[src/rtl/pulse_stretcher.sv]
// -----------------------------------------------------------------------------
// pulse_stretcher
//
// Turns short event requests into human-visible pulses. Each channel, on a
// rising edge of its event input, holds its output high for hold_ticks
// prescaler ticks and then forces it low for gap_ticks ticks. One further
// event arriving while a channel is busy is remembered and replayed after the
// gap. Any event beyond that is discarded and reported on drop.
//
// Parameters
//   width          number of independent channels
//   tick_count_max prescaler terminal count (tick period = tick_count_max+1 clk)
//   hold_ticks     output-high duration in ticks (>= 1)
//   gap_ticks      forced output-low duration in ticks after each hold (>= 1)
//
// Ports
//   clk            sole clock, rising edge
//   rst_n          asynchronous active-low reset
//   event_in       synchronous, debounced event requests, one bit per channel
//   stretched_out  held pulse per channel (high while in HOLD)
//   busy           high while the channel is in HOLD or GAP
//   drop           one-cycle pulse when an event is discarded
// -----------------------------------------------------------------------------
module pulse_stretcher #(
   parameter int width          = 1,
   parameter int tick_count_max = 25000,
   parameter int hold_ticks     = 150,
   parameter int gap_ticks      = 50
) (
   input  logic             clk,
   input  logic             rst_n,
   input  logic [width-1:0] event_in,
   output logic [width-1:0] stretched_out,
   output logic [width-1:0] busy,
   output logic [width-1:0] drop
);

   localparam int PRE_W     = (tick_count_max > 0) ? $clog2(tick_count_max + 1) : 1;
   localparam int MAX_TICKS = (hold_ticks > gap_ticks) ? hold_ticks : gap_ticks;
   localparam int CNT_W     = (MAX_TICKS > 0) ? $clog2(MAX_TICKS + 1) : 1;

   localparam logic [PRE_W-1:0] PRE_LAST  = PRE_W'(tick_count_max);
   localparam logic [CNT_W-1:0] HOLD_LAST = CNT_W'(hold_ticks - 1);
   localparam logic [CNT_W-1:0] GAP_LAST  = CNT_W'(gap_ticks - 1);

   typedef enum logic [1:0] {
      ST_IDLE = 2'd0,
      ST_HOLD = 2'd1,
      ST_GAP  = 2'd2
   } state_t;

   // ---------------------------------------------------------------------------
   // Shared prescaler: tick is high for the single cycle the count sits at its
   // terminal value.
   // ---------------------------------------------------------------------------
   logic [PRE_W-1:0] pre_q;
   logic [PRE_W-1:0] pre_d;
   logic             tick;

   always_comb begin
      tick  = (pre_q == PRE_LAST);
      pre_d = tick ? '0 : (pre_q + PRE_W'(1));
   end

   always_ff @(posedge clk or negedge rst_n) begin
      if (!rst_n) begin
         pre_q <= '0;
      end else begin
         pre_q <= pre_d;
      end
   end

   // ---------------------------------------------------------------------------
   // Rising-edge detection. A level held high is seen only once. Because the
   // previous-value register resets to 0, an input already high at release
   // registers as an edge on the first clock.
   // ---------------------------------------------------------------------------
   logic [width-1:0] evt_prev_q;
   logic [width-1:0] evt_prev_d;
   logic [width-1:0] evt_edge;

   always_comb begin
      evt_prev_d = event_in;
      evt_edge   = event_in & ~evt_prev_q;
   end

   always_ff @(posedge clk or negedge rst_n) begin
      if (!rst_n) begin
         evt_prev_q <= '0;
      end else begin
         evt_prev_q <= evt_prev_d;
      end
   end

   // ---------------------------------------------------------------------------
   // Per-channel controller
   // ---------------------------------------------------------------------------
   for (genvar ch = 0; ch < width; ch++) begin : g_ch
      state_t           state_q;
      state_t           state_d;
      logic [CNT_W-1:0] cnt_q;
      logic [CNT_W-1:0] cnt_d;
      logic             pend_q;
      logic             pend_d;
      logic             stretch_q;
      logic             stretch_d;
      logic             busy_q;
      logic             busy_d;
      logic             drop_q;
      logic             drop_d;

      always_comb begin
         state_d = state_q;
         cnt_d   = cnt_q;
         pend_d  = pend_q;
         drop_d  = 1'b0;

         unique case (state_q)
            ST_IDLE: begin
               // A tick coinciding with acceptance is deliberately not counted,
               // so the hold always spans at least hold_ticks-1 full periods.
               if (evt_edge[ch]) begin
                  state_d = ST_HOLD;
                  cnt_d   = '0;
               end
            end

            ST_HOLD: begin
               if (tick) begin
                  if (cnt_q == HOLD_LAST) begin
                     state_d = ST_GAP;
                     cnt_d   = '0;
                  end else begin
                     cnt_d = cnt_q + CNT_W'(1);
                  end
               end
               if (evt_edge[ch]) begin
                  if (pend_q) begin
                     drop_d = 1'b1;
                  end else begin
                     pend_d = 1'b1;
                  end
               end
            end

            ST_GAP: begin
               if (tick && (cnt_q == GAP_LAST)) begin
                  // Exit cycle: an event arriving now is never dropped. With a
                  // pending request, the old one starts the new hold and the
                  // fresh edge becomes the new pending request.
                  cnt_d = '0;
                  if (pend_q) begin
                     state_d = ST_HOLD;
                     pend_d  = evt_edge[ch];
                  end else if (evt_edge[ch]) begin
                     state_d = ST_HOLD;
                  end else begin
                     state_d = ST_IDLE;
                  end
               end else begin
                  if (tick) begin
                     cnt_d = cnt_q + CNT_W'(1);
                  end
                  if (evt_edge[ch]) begin
                     if (pend_q) begin
                        drop_d = 1'b1;
                     end else begin
                        pend_d = 1'b1;
                     end
                  end
               end
            end

            default: begin
               state_d = ST_IDLE;
               cnt_d   = '0;
               pend_d  = 1'b0;
            end
         endcase

         // Outputs are registered copies of the next-state decode, so they
         // match the state register exactly without any path from event_in.
         stretch_d = (state_d == ST_HOLD);
         busy_d    = (state_d != ST_IDLE);
      end

      always_ff @(posedge clk or negedge rst_n) begin
         if (!rst_n) begin
            state_q   <= ST_IDLE;
            cnt_q     <= '0;
            pend_q    <= 1'b0;
            stretch_q <= 1'b0;
            busy_q    <= 1'b0;
            drop_q    <= 1'b0;
         end else begin
            state_q   <= state_d;
            cnt_q     <= cnt_d;
            pend_q    <= pend_d;
            stretch_q <= stretch_d;
            busy_q    <= busy_d;
            drop_q    <= drop_d;
         end
      end

      assign stretched_out[ch] = stretch_q;
      assign busy[ch]          = busy_q;
      assign drop[ch]          = drop_q;
   end

endmodule

[config.mk]
export PLATFORM = sky130hd
export DESIGN_NAME = pulse_stretcher
export DESIGN_NICKNAME = d
export VERILOG_FILES = /design/src/rtl/pulse_stretcher.sv
export SDC_FILE = /design/constraint.sdc
export NUM_CORES = 1
export LEC_CHECK = 0
export ABC_AREA = 1
export CAP_MARGIN = 10
export CORE_ASPECT_RATIO = 0.8
export CORE_MARGIN = 2
export CORE_UTILIZATION = 61
export DETAILED_ROUTE_END_ITERATION = 16
export PLACE_DENSITY = 0.89
export SLEW_MARGIN = 20
export SYNTH_ARGS = -nofsm -noshare
export SYNTH_HDL_FRONTEND = slang
export SYNTH_SLANG_ARGS = --single-unit
[constraint.sdc]
create_clock -name clk -period 2.1 [get_ports clk]
set_input_delay 0.42 -clock clk [delete_from_list [all_inputs] [get_ports clk]]
set_output_delay 0.42 -clock clk [all_outputs]
set_load 0.05 [all_outputs]
# After elaboration in Yosys (flattened, before gate mapping)
# Index checks and enable logic that the tools add are counted.
[word_totals] reg_bits=30 inputBits=3 out_inout_bits=3 word_cells=47
[classes] add_sub_neg=2 n_eq_ne=9 muxes=22 bitwise=2 reduce_logical=4
[op_table] cell="2-to-1 mux 8 bit" n=5
[op_table] cell="one-hot mux 8 bit (3 select lines)" n=1
[op_table] cell="adder 15 x 1 -> 15 bit, second input constant" n=1
[op_table] cell="== test 15 bit, second input constant" n=1
[op_table] cell="2-to-1 mux 15 bit" n=1
[op_table] cell="adder 8 x 1 -> 8 bit, second input constant" n=1
[op_table] cell="== test 8 x 6 -> 1 bit, second input constant" n=1
[op_table] cell="== test 8 bit, second input constant" n=1
[op_table] cell="2-to-1 mux 1 bit" n=8
[op_table] cell="2-to-1 mux 2 bit" n=4
[op_table] cell="one-hot mux 2 bit (3 select lines)" n=1
[op_table] cell="== test 2 x 1 -> 1 bit, second input constant" n=2
[op_table] cell="inequality test 2 bit, second input constant" n=2
[op_table] cell="inequality test 3 bit, second input constant" n=1
[op_table] cell="one-hot mux 1 bit (3 select lines)" n=1
[op_table] cell="AND reduction 3 bit" n=1
[op_table] cell="== test 2 bit, second input constant" n=1
[op_table] cell="zero test 2 bit" n=1
[op_table] cell="one-hot mux 1 bit (2 select lines)" n=1
[op_table] cell="nonzero test 2 bit" n=1
[op_table] cell="bitwise AND 1 bit" n=1
[op_table] cell="logical AND 1 bit" n=1
[op_table] cell="inverter 1 bit" n=1

# Longest topological paths before layout
# Gate-level depths: netlist of the first run.
[logic_depth] word_depth=7 depth_mapped=11 mapped_depth_nobuf=11

# Least setup slack after synthesis of the first run
# OpenSTA, ideal clock, no wires.
[synth_path] kind="flip-flop to flip-flop" from="register g_ch[0].state_q[1]" to="register g_ch[0].cnt_q[6]" setup_time_ns=0.123 arrival_time_ns=1.372 required_time_ns=1.977 slack_ns=0.606 stages_incl_launch_ff=10 path_buffers=2 synth_period_minus_slack_ns=1.494 cell_sequence="dfrtp_1 > inv_1 > ha_1 > clkbuf_1 > nor2_1 > nor2_2 > nor2_4 > buf_6 > nand3_1 > o21ai_1"
[synth_between] elab_chain_cells=3 word_cells_on_any_way=8 cone_classes="eq/ne: 5; mux: 1; reduce/logical: 2"
[synth_rtl] element="from (decl)" line_no="99" text="state_t state_q;"
[synth_rtl] element="from (signal assigned)" line_no="196" text="state_q <= state_d;"
[synth_rtl] element="== test 2 bit (tied with other cells)" line_no="118" text="unique case (state_q)"
[synth_rtl] element="inequality test 3 bit (no source line) or inequality test 2 bit (tied branches)"
[synth_rtl] element="AND reduction 3 bit (no source line)"
[synth_rtl] element="to (signal assigned)" line_no="197" text="cnt_q <= cnt_d;"
[synth_rtl] element="to (decl)" line_no="101" text="logic [CNT_W-1:0] cnt_q;"
# Parallel ways exist; a longest one is shown, timed or not.
# A chain may end at the register's enable or synchronous reset.

# Final worst setup path of the first run
[layout_path] from="register pre_q[0]" to="register g_ch[0].cnt_q[5]"
[layout_between] elab_chain_cells=4 word_cells_on_any_way=7 cone_classes="eq/ne: 3; mux: 2; reduce/logical: 2"
[layout_rtl] element="from (decl)" line_no="56" text="logic [PRE_W-1:0] pre_q;"
[layout_rtl] element="from (signal assigned)" line_no="69" text="pre_q <= pre_d;"
[layout_rtl] element="== test 15 bit *" line_no="61" text="tick = (pre_q == PRE_LAST);"
[layout_rtl] element="logical AND 1 bit" line_no="147" text="if (tick && (cnt_q == GAP_LAST)) begin"
[layout_rtl] element="inequality test 3 bit (no source line) or 2-to-1 mux 8 bit (tied branches)"
[layout_rtl] element="AND reduction 3 bit (no source line) or one-hot mux 8 bit (3 select lines) (tied branches)"
# Mark *: on every way between the ends. The rest lies on a longest branch, timed or not.

==> results of run 1 <==
registers in the layout, summed over array words and instances, names as in the netlist:
signal / flops
g_ch.cnt_q: 8
busy: 1
g_ch.state_q: 2
evt_prev_q: 1
g_ch.pend_q: 1
pre_q: 15
drop: 1
stretched_out: 1
stage by stage:
| step | total power [mW] | setup slack [ns] | instance area (µm²) | util | hold slack, ns |
|---|---|---|---|---|---|
| 6_report | 1.191 | 0.2143 | 2086 | 0.6911 | 0.5151 |
| 5_1_grt | 1.230 | 0.02166 | 2086 | 0.6911 | 0.5403 |
| 4_1_cts | 1.198 | 0.2357 | 2086 | 0.6911 | 0.5243 |
| 3_5_place_dp | 0.6283 | 0.1688 | 1977 | 0.6551 | 0.5080 |
| 3_3_place_gp | 0.6279 | 0.2381 | 1977 | 0.6551 | 0.4921 |
| 2_1_floorplan | 0.6069 | 0.6057 | 1893 | - | 0.1244 |
metal layers:
metal / routed length [µm] / part of all wire / GRT usage
met1: 1852 / 0.45 / 0.3262
met2: 1996 / 0.49 / 0.4233
met3: 202 / 0.049 / 0.07113
met4: 59 / 0.014 / 0.07143
met5: 0 / 0 / 0
placed cells by master (no fill, tap or decap), types with 4 or more instances in the layout:
cell type,Yosys,layout
o21ai_0,7,7
nand4_1,8,8
xor2_1,5,5
ha_1,8,8
inv_1,47,47
clkbuf_8,0,5
a21oi_1,6,6
nand2_1,63,63
clkdlybuf4s50_1,0,5
dfrtp_1,30,30
nor2_1,34,34
nand3_1,28,28
nor2_2,4,4
kinds of logic after synthesis:
logic type / after synthesis / share of synthesized area
compound gates: 20 / 0.05750
xor+xnor: 5 / 0.02313
fa+ha+maj: 8 / 0.05288
buf+inv: 53 / 0.1097
flops: 30 / 0.3966
simple gates: 148 / 0.3602
Yosys cell counts (all sizes together):
cell type,number,area [µm²]
a21oi,6,30.03
a31oi,1,6.260
buf,2,16.26
clkbuf,2,7.510
dfrtp,30,750.7
ha,8,100.1
inv,49,183.9
nand2,66,255.3
nand3,29,150.1
nand4,8,50.05
nor2,41,195.2
nor3,4,31.28
o211ai,1,7.510
o21a,1,7.510
o21ai,10,50.04
o21bai,1,7.510
xor2,5,43.79
path summary, 6_finish.rpt:
| path | start | end | slack [ns] | cells past startpoint |
|---|---|---|---|---|
| max in group asynchronous | rst_n | busy | 1.30 | 2 |
| worst min register to register | pre_q[0] | pre_q[0] | 0.53 | 1 |
| min in group clk | pre_q[0] | pre_q[0] | 0.53 | 1 |
| worst max register to register | pre_q[0] | g_ch[0].cnt_q[5] | 0.21 | 11 |
| worst max-delay path | pre_q[0] | g_ch[0].cnt_q[5] | 0.21 | 11 |
| worst min-delay path | rst_n | pre_q[10] | 0.52 | 2 |
worst max-delay path, stage by stage, from the launching register on:
cell     delay (ns)
dfrtp_1        0.43
inv_1          0.08
ha_1           0.20
nand2_1        0.07
nor2_1         0.11
nand2_2        0.10
nor2_8         0.18
nor2_2         0.07
nor2_4         0.21
inv_1          0.17
nand2_1        0.09
nand2_1        0.06
area by class of cell:
class / count / share of cell area
clock buffers: 5 / 0.03299
multi-input cells: 181 / 0.4481
clock inverters: 3 / 0.01920
repair buffers: 6 / 0.02759
inverters: 49 / 0.08818
well taps: 40 / 0.02400
flip-flops and latches: 30 / 0.3599
power by group through the flow:
stage	Clock (mW)	Sequential (mW)	Combinational, mW
final	0.573	0.584	0.0329
after floorplan	0	0.598	0.00887
after global routing	0.607	0.585	0.0382
after CTS	0.580	0.584	0.0336
after detailed placement	0	0.595	0.0332
after global placement	0	0.595	0.0328
==> results.cfg, run 1 <==
[finish]
seq_area_um2 = 750.7
syn_to_final_growth_pct = 10.18
drive_above_1_share = 0.08394
fin_nets = 284
n_antenna_cell = 0
fin_cells = 314
fillCellCount = 241
multi_input_area_um2 = 934.6

[power]
p_per_area_nw_per_um2 = 570.9
p_sw_mw = 0.2506
leakagePower_nw = 1.140
switching_share = 0.2105
pwr-share-comb = 0.028
p_int_mw = 0.9401
clkPwrFrac = 0.482
peakVddDrop_mv = 0.4326
p_seq_frac = 0.491

[global_route]
grt_start_max_net_pins = 31
grt_usage = 0.2531
first_global_vias = 1552
grt_pass1_wl_um = 6637
overflow = 0
antenna_found_initial = 0

[timing]
finalHoldViolations = 0
fin_crit_ns = 1.886
finalClockSkew_ns = 0.004910
max_freq_mhz = 530.3
maxSlewHeadroom = 0.6667
worst_pin_slew_ns = 0.4984
slew_violations = 0
grt_setup_unrepaired = false
setup-tns-final_ns = 0
period_share = 0.8979
final-setup-viol-count = 0

[synth]
ys_types = 26
syn_area_um2 = 1893
yosysWarnings = 0
syn_area_per_cell_um2 = 7.171
yosysSeqAreaShare = 0.3966
syn-instance-count = 264
synth_seq_cells = 30
syn-num-nets = 275

[setup_path]
cp-end-kind = register
worstPathArrival_ns = 2.05
cp.required_ns = 2.27
critPathKind = register to register
cp-start-kind = register
critPathMaxFanout = 11

[die]
fp.coreArea_um2 = 3018
die_y_um = 53.83
die_x_um = 66.29
start_util = 0.6273
die_area_um2 = 3568
rows = 18
io_pins = 6

[route]
postRouteAntennaNets = 0
routed_via_density = 5.465
num_vias = 1716
wl_per_cell_um = 13.10
drt_wl_total_um = 4112
drt_iter0_drc = 110
post-route-drc-count = 0
drtPass1Iterations = 5

[run_status]
status = completed

[worst_hold_path]
hold_path_class = input pin to asynchronous set/reset pin

[clock_network]
clk_pin_slew_worst_paths_ns = 0.07
worst_skew_pair.late_latency_ns = 0.28
cts_setup_buffers = 0
ctsResizeCount = 0
cts_root_buf = clkbuf_8
cts_hold_buf = 0
cts_tree = yes
clock-sinks = 30
clock_path_buffers = 2
cts-htree-levels = 2
cts_buffers = 5

[placement]
dp_hpwl_um = 2830
routabilityCongestion = 0.8535
place.port_buffers = 5
numPlacedInstances = 306

[job]
max_cap_violations = 0
(Power assumes the default switching activity.)
==> run 2: changes to the inputs <==
--- a/config.mk
+++ b/config.mk
@@ -5,13 +5,12 @@
 export SDC_FILE = /design/constraint.sdc
 export NUM_CORES = 1
 export LEC_CHECK = 0
-export ABC_AREA = 1
 export CAP_MARGIN = 10
 export CORE_ASPECT_RATIO = 0.8
-export CORE_MARGIN = 2
-export CORE_UTILIZATION = 61
+export CORE_MARGIN = 3
+export CORE_UTILIZATION = 60
 export DETAILED_ROUTE_END_ITERATION = 16
-export PLACE_DENSITY = 0.89
+export PLACE_DENSITY = 0.88
 export SLEW_MARGIN = 20
 export SYNTH_ARGS = -nofsm -noshare
 export SYNTH_HDL_FRONTEND = slang
==> results.cfg, run 2 <==
[clock_network]
cts_buffers = 5
clk_pin_slew_worst_paths_ns = 0.12
cts-htree-levels = 2
worst_skew_pair.late_latency_ns = 0.35
clock_path_buffers = 2
cts_hold_buf = 0
cts_root_buf = clkbuf_4
cts_tree = yes
clock-sinks = 30

[synth]
ys_types = 47
yosysSeqAreaShare = 0.4418
synth_area_leader_cell = dfrtp_1
syn_area_per_cell_um2 = 10.24
synth_edf_count = 0
synth_flop_cell = dfrtp_1
synth_seq_cells = 30
syn-num-nets = 177
synth_area_leaders = dfrtp_1 44%, ha_1 5.9%, nor2_1 4.4%, xor2_1 4.1%, nand3_1 2.7%
synth.most_common_cell = dfrtp_1
synthTopCellsByCount = 30 x dfrtp_1, 20 x nor2_1, 12 x nand2_1, 9 x nand3_1
synth-async-reset-ratio = 1.000
synth.top_cell.area_share = 0.4418
yosysWarnings = 0
syn_area_um2 = 1699
syn-instance-count = 166

[setup_path]
slowest_stage = or4bb_4
critical-path-top-delay-family = simple AND/OR/NAND/NOR gates
cp-start-kind = register
crit_chain = inv_1, ha_1, or4bb_4, nor4_4, buf_6, o21ai_4, nor4_2, a211o_1
cp-end-kind = register
cpPeakStageDelay_ns = 0.51
crit_buf_inv = 2
critPathKind = register to register
critPathMaxFanout = 7
worstPathArrival_ns = 2.43
cp.required_ns = 2.39

[finish]
top_regs = pre_q: 15 flops, g_ch.cnt_q: 8 flops, g_ch.state_q: 2 flops
drive_above_1_share = 0.2538
n_antenna_cell = 0
fillCellCount = 147
fin_nets = 207
seq_area_um2 = 750.7
multi_input_area_um2 = 942.2
syn_to_final_growth_pct = 21.36
final_common_cell = dfrtp_1
regMostFlops = pre_q
largest_reg_flops = 15
final_cell_mix = 30 x dfrtp_1, 20 x nor2_1, 20 x buf_4

[run_status]
violations = negative setup slack
status = complete, but fails checks

[timing]
finalHoldViolations = 0
worst_pin_slew_ns = 0.5033
fin_crit_ns = 2.139
finalClockSkew_ns = 0.01434
setup_ws_ns = -0.03920
period_share = 1.019
slew_violations = 0
final-setup-viol-count = 2
grt_setup_unrepaired = true
maxSlewHeadroom = 0.6634
max_freq_mhz = 467.5
whs_ns = 0.4581

[placement]
dp_hpwl_um = 2619
dp_slack_ns = -0.03804
routabilityCongestion = 0.8574
place.port_buffers = 5

[global_route]
first_global_vias = 1426
overflow = 0
antenna_found_initial = 0
grt_start_max_net_pins = 31
grt_usage = 0.2478
grt_pass1_wl_um = 6423

[route]
routed_via_density = 6.215
drt_wl_total_um = 4310
drtPass1Iterations = 4
drt_iter0_drc = 102
post-route-drc-count = 0
wl_per_cell_um = 18.50
postRouteAntennaNets = 0
num_vias = 1448

[die]
start_util = 0.6631
io_pins = 6
rows = 16
die_area_um2 = 3510
die_y_um = 53.60
fp.coreArea_um2 = 2562
die_x_um = 65.50

[power]
power.total_mw = 1.896
peakVddDrop_mv = 0.5813
p_per_area_nw_per_um2 = 919.6
leakagePower_nw = 0.9549

[worst_hold_path]
hold_path_class = input pin to asynchronous set/reset pin

[job]
max_cap_violations = 0
[run 2: kinds of logic after synthesis]
kind of cell | count (synthesis) | share of synthesized area
flip-flops | 30 | 0.4418
AND/OR/NAND/NOR | 73 | 0.2563
AO/OA/AOI/OAI | 30 | 0.1340
multiplexers | 1 | 0.006627
adder cells (fa/ha/maj) | 8 | 0.05891
buffers and inverters | 11 | 0.03535
XOR/XNOR | 13 | 0.06701
[run 2: final timing paths]
path,start,to,slack [ns],depth (start not counted)
worst max-delay path,pre_q[0],g_ch[0].cnt_q[3],-0.04,8
worst min-delay path,rst_n,evt_prev_q,0.46,2
worst max register to register,pre_q[0],g_ch[0].cnt_q[3],-0.04,8
worst min register to register,pre_q[12],pre_q[12],0.53,1
max in group asynchronous,rst_n,g_ch[0].cnt_q[2],1.35,2
min in group clk,pre_q[12],pre_q[12],0.53,1
[run 2: repair_timing]
action / CTS / global route
gates resized for setup: 4 / 12
gates cloned: 0 / 0
endpoints found under the setup margin: 6 / 13
buffers inserted: 0 / 3
pin swaps: 0 / 3
[run 2: stage by stage]
stage / util / setup TNS [ns] / cell area [µm²] / cells
finish: 0.8047 / -0.06561 / 2062 / 233
global route: 0.8047 / -0.7449 / 2062 / 233
CTS: 0.7783 / -0.008005 / 1994 / 230
detailed placement: 0.7412 / -0.05739 / 1899 / 222
global placement: 0.7412 / 0 / 1899 / 222
floorplan: - / 0 / 1699 / 166
[run 2: area by class of cell]
type / instances / area share
Sequential cell: 30 / 0.3641
Tap cell: 36 / 0.02184
Clock buffer: 5 / 0.01820
Multi-Input combinational cell: 125 / 0.4569
Timing Repair Buffer: 26 / 0.1025
Inverter: 8 / 0.01456
Clock inverter: 3 / 0.02184
[run 2: routing by layer]
metal,share of wire,up-vias,GRT usage
li1,-,650,-
met1,0.41,734,0.2948
met2,0.52,55,0.4319
met3,0.052,9,0.05846
met4,0.017,0,0.1172
met5,0,-,0
[run 2: worst reg2reg max path: cells and delay by family, from the launching register on]
family,cells,cell delay (ns)
AO/OA/AOI/OAI,2,0.27
adder cells (fa/ha/maj),1,0.16
flip-flops,1,0.39
AND/OR/NAND/NOR,3,1.04
buffers and inverters,2,0.24
[run 2: power by group]
part / internal (mW) / switching (mW)
clock: 0.250 / 0.229
sequential: 0.641 / 0.0521
combinational: 0.288 / 0.437
total: 1.18 / 0.717
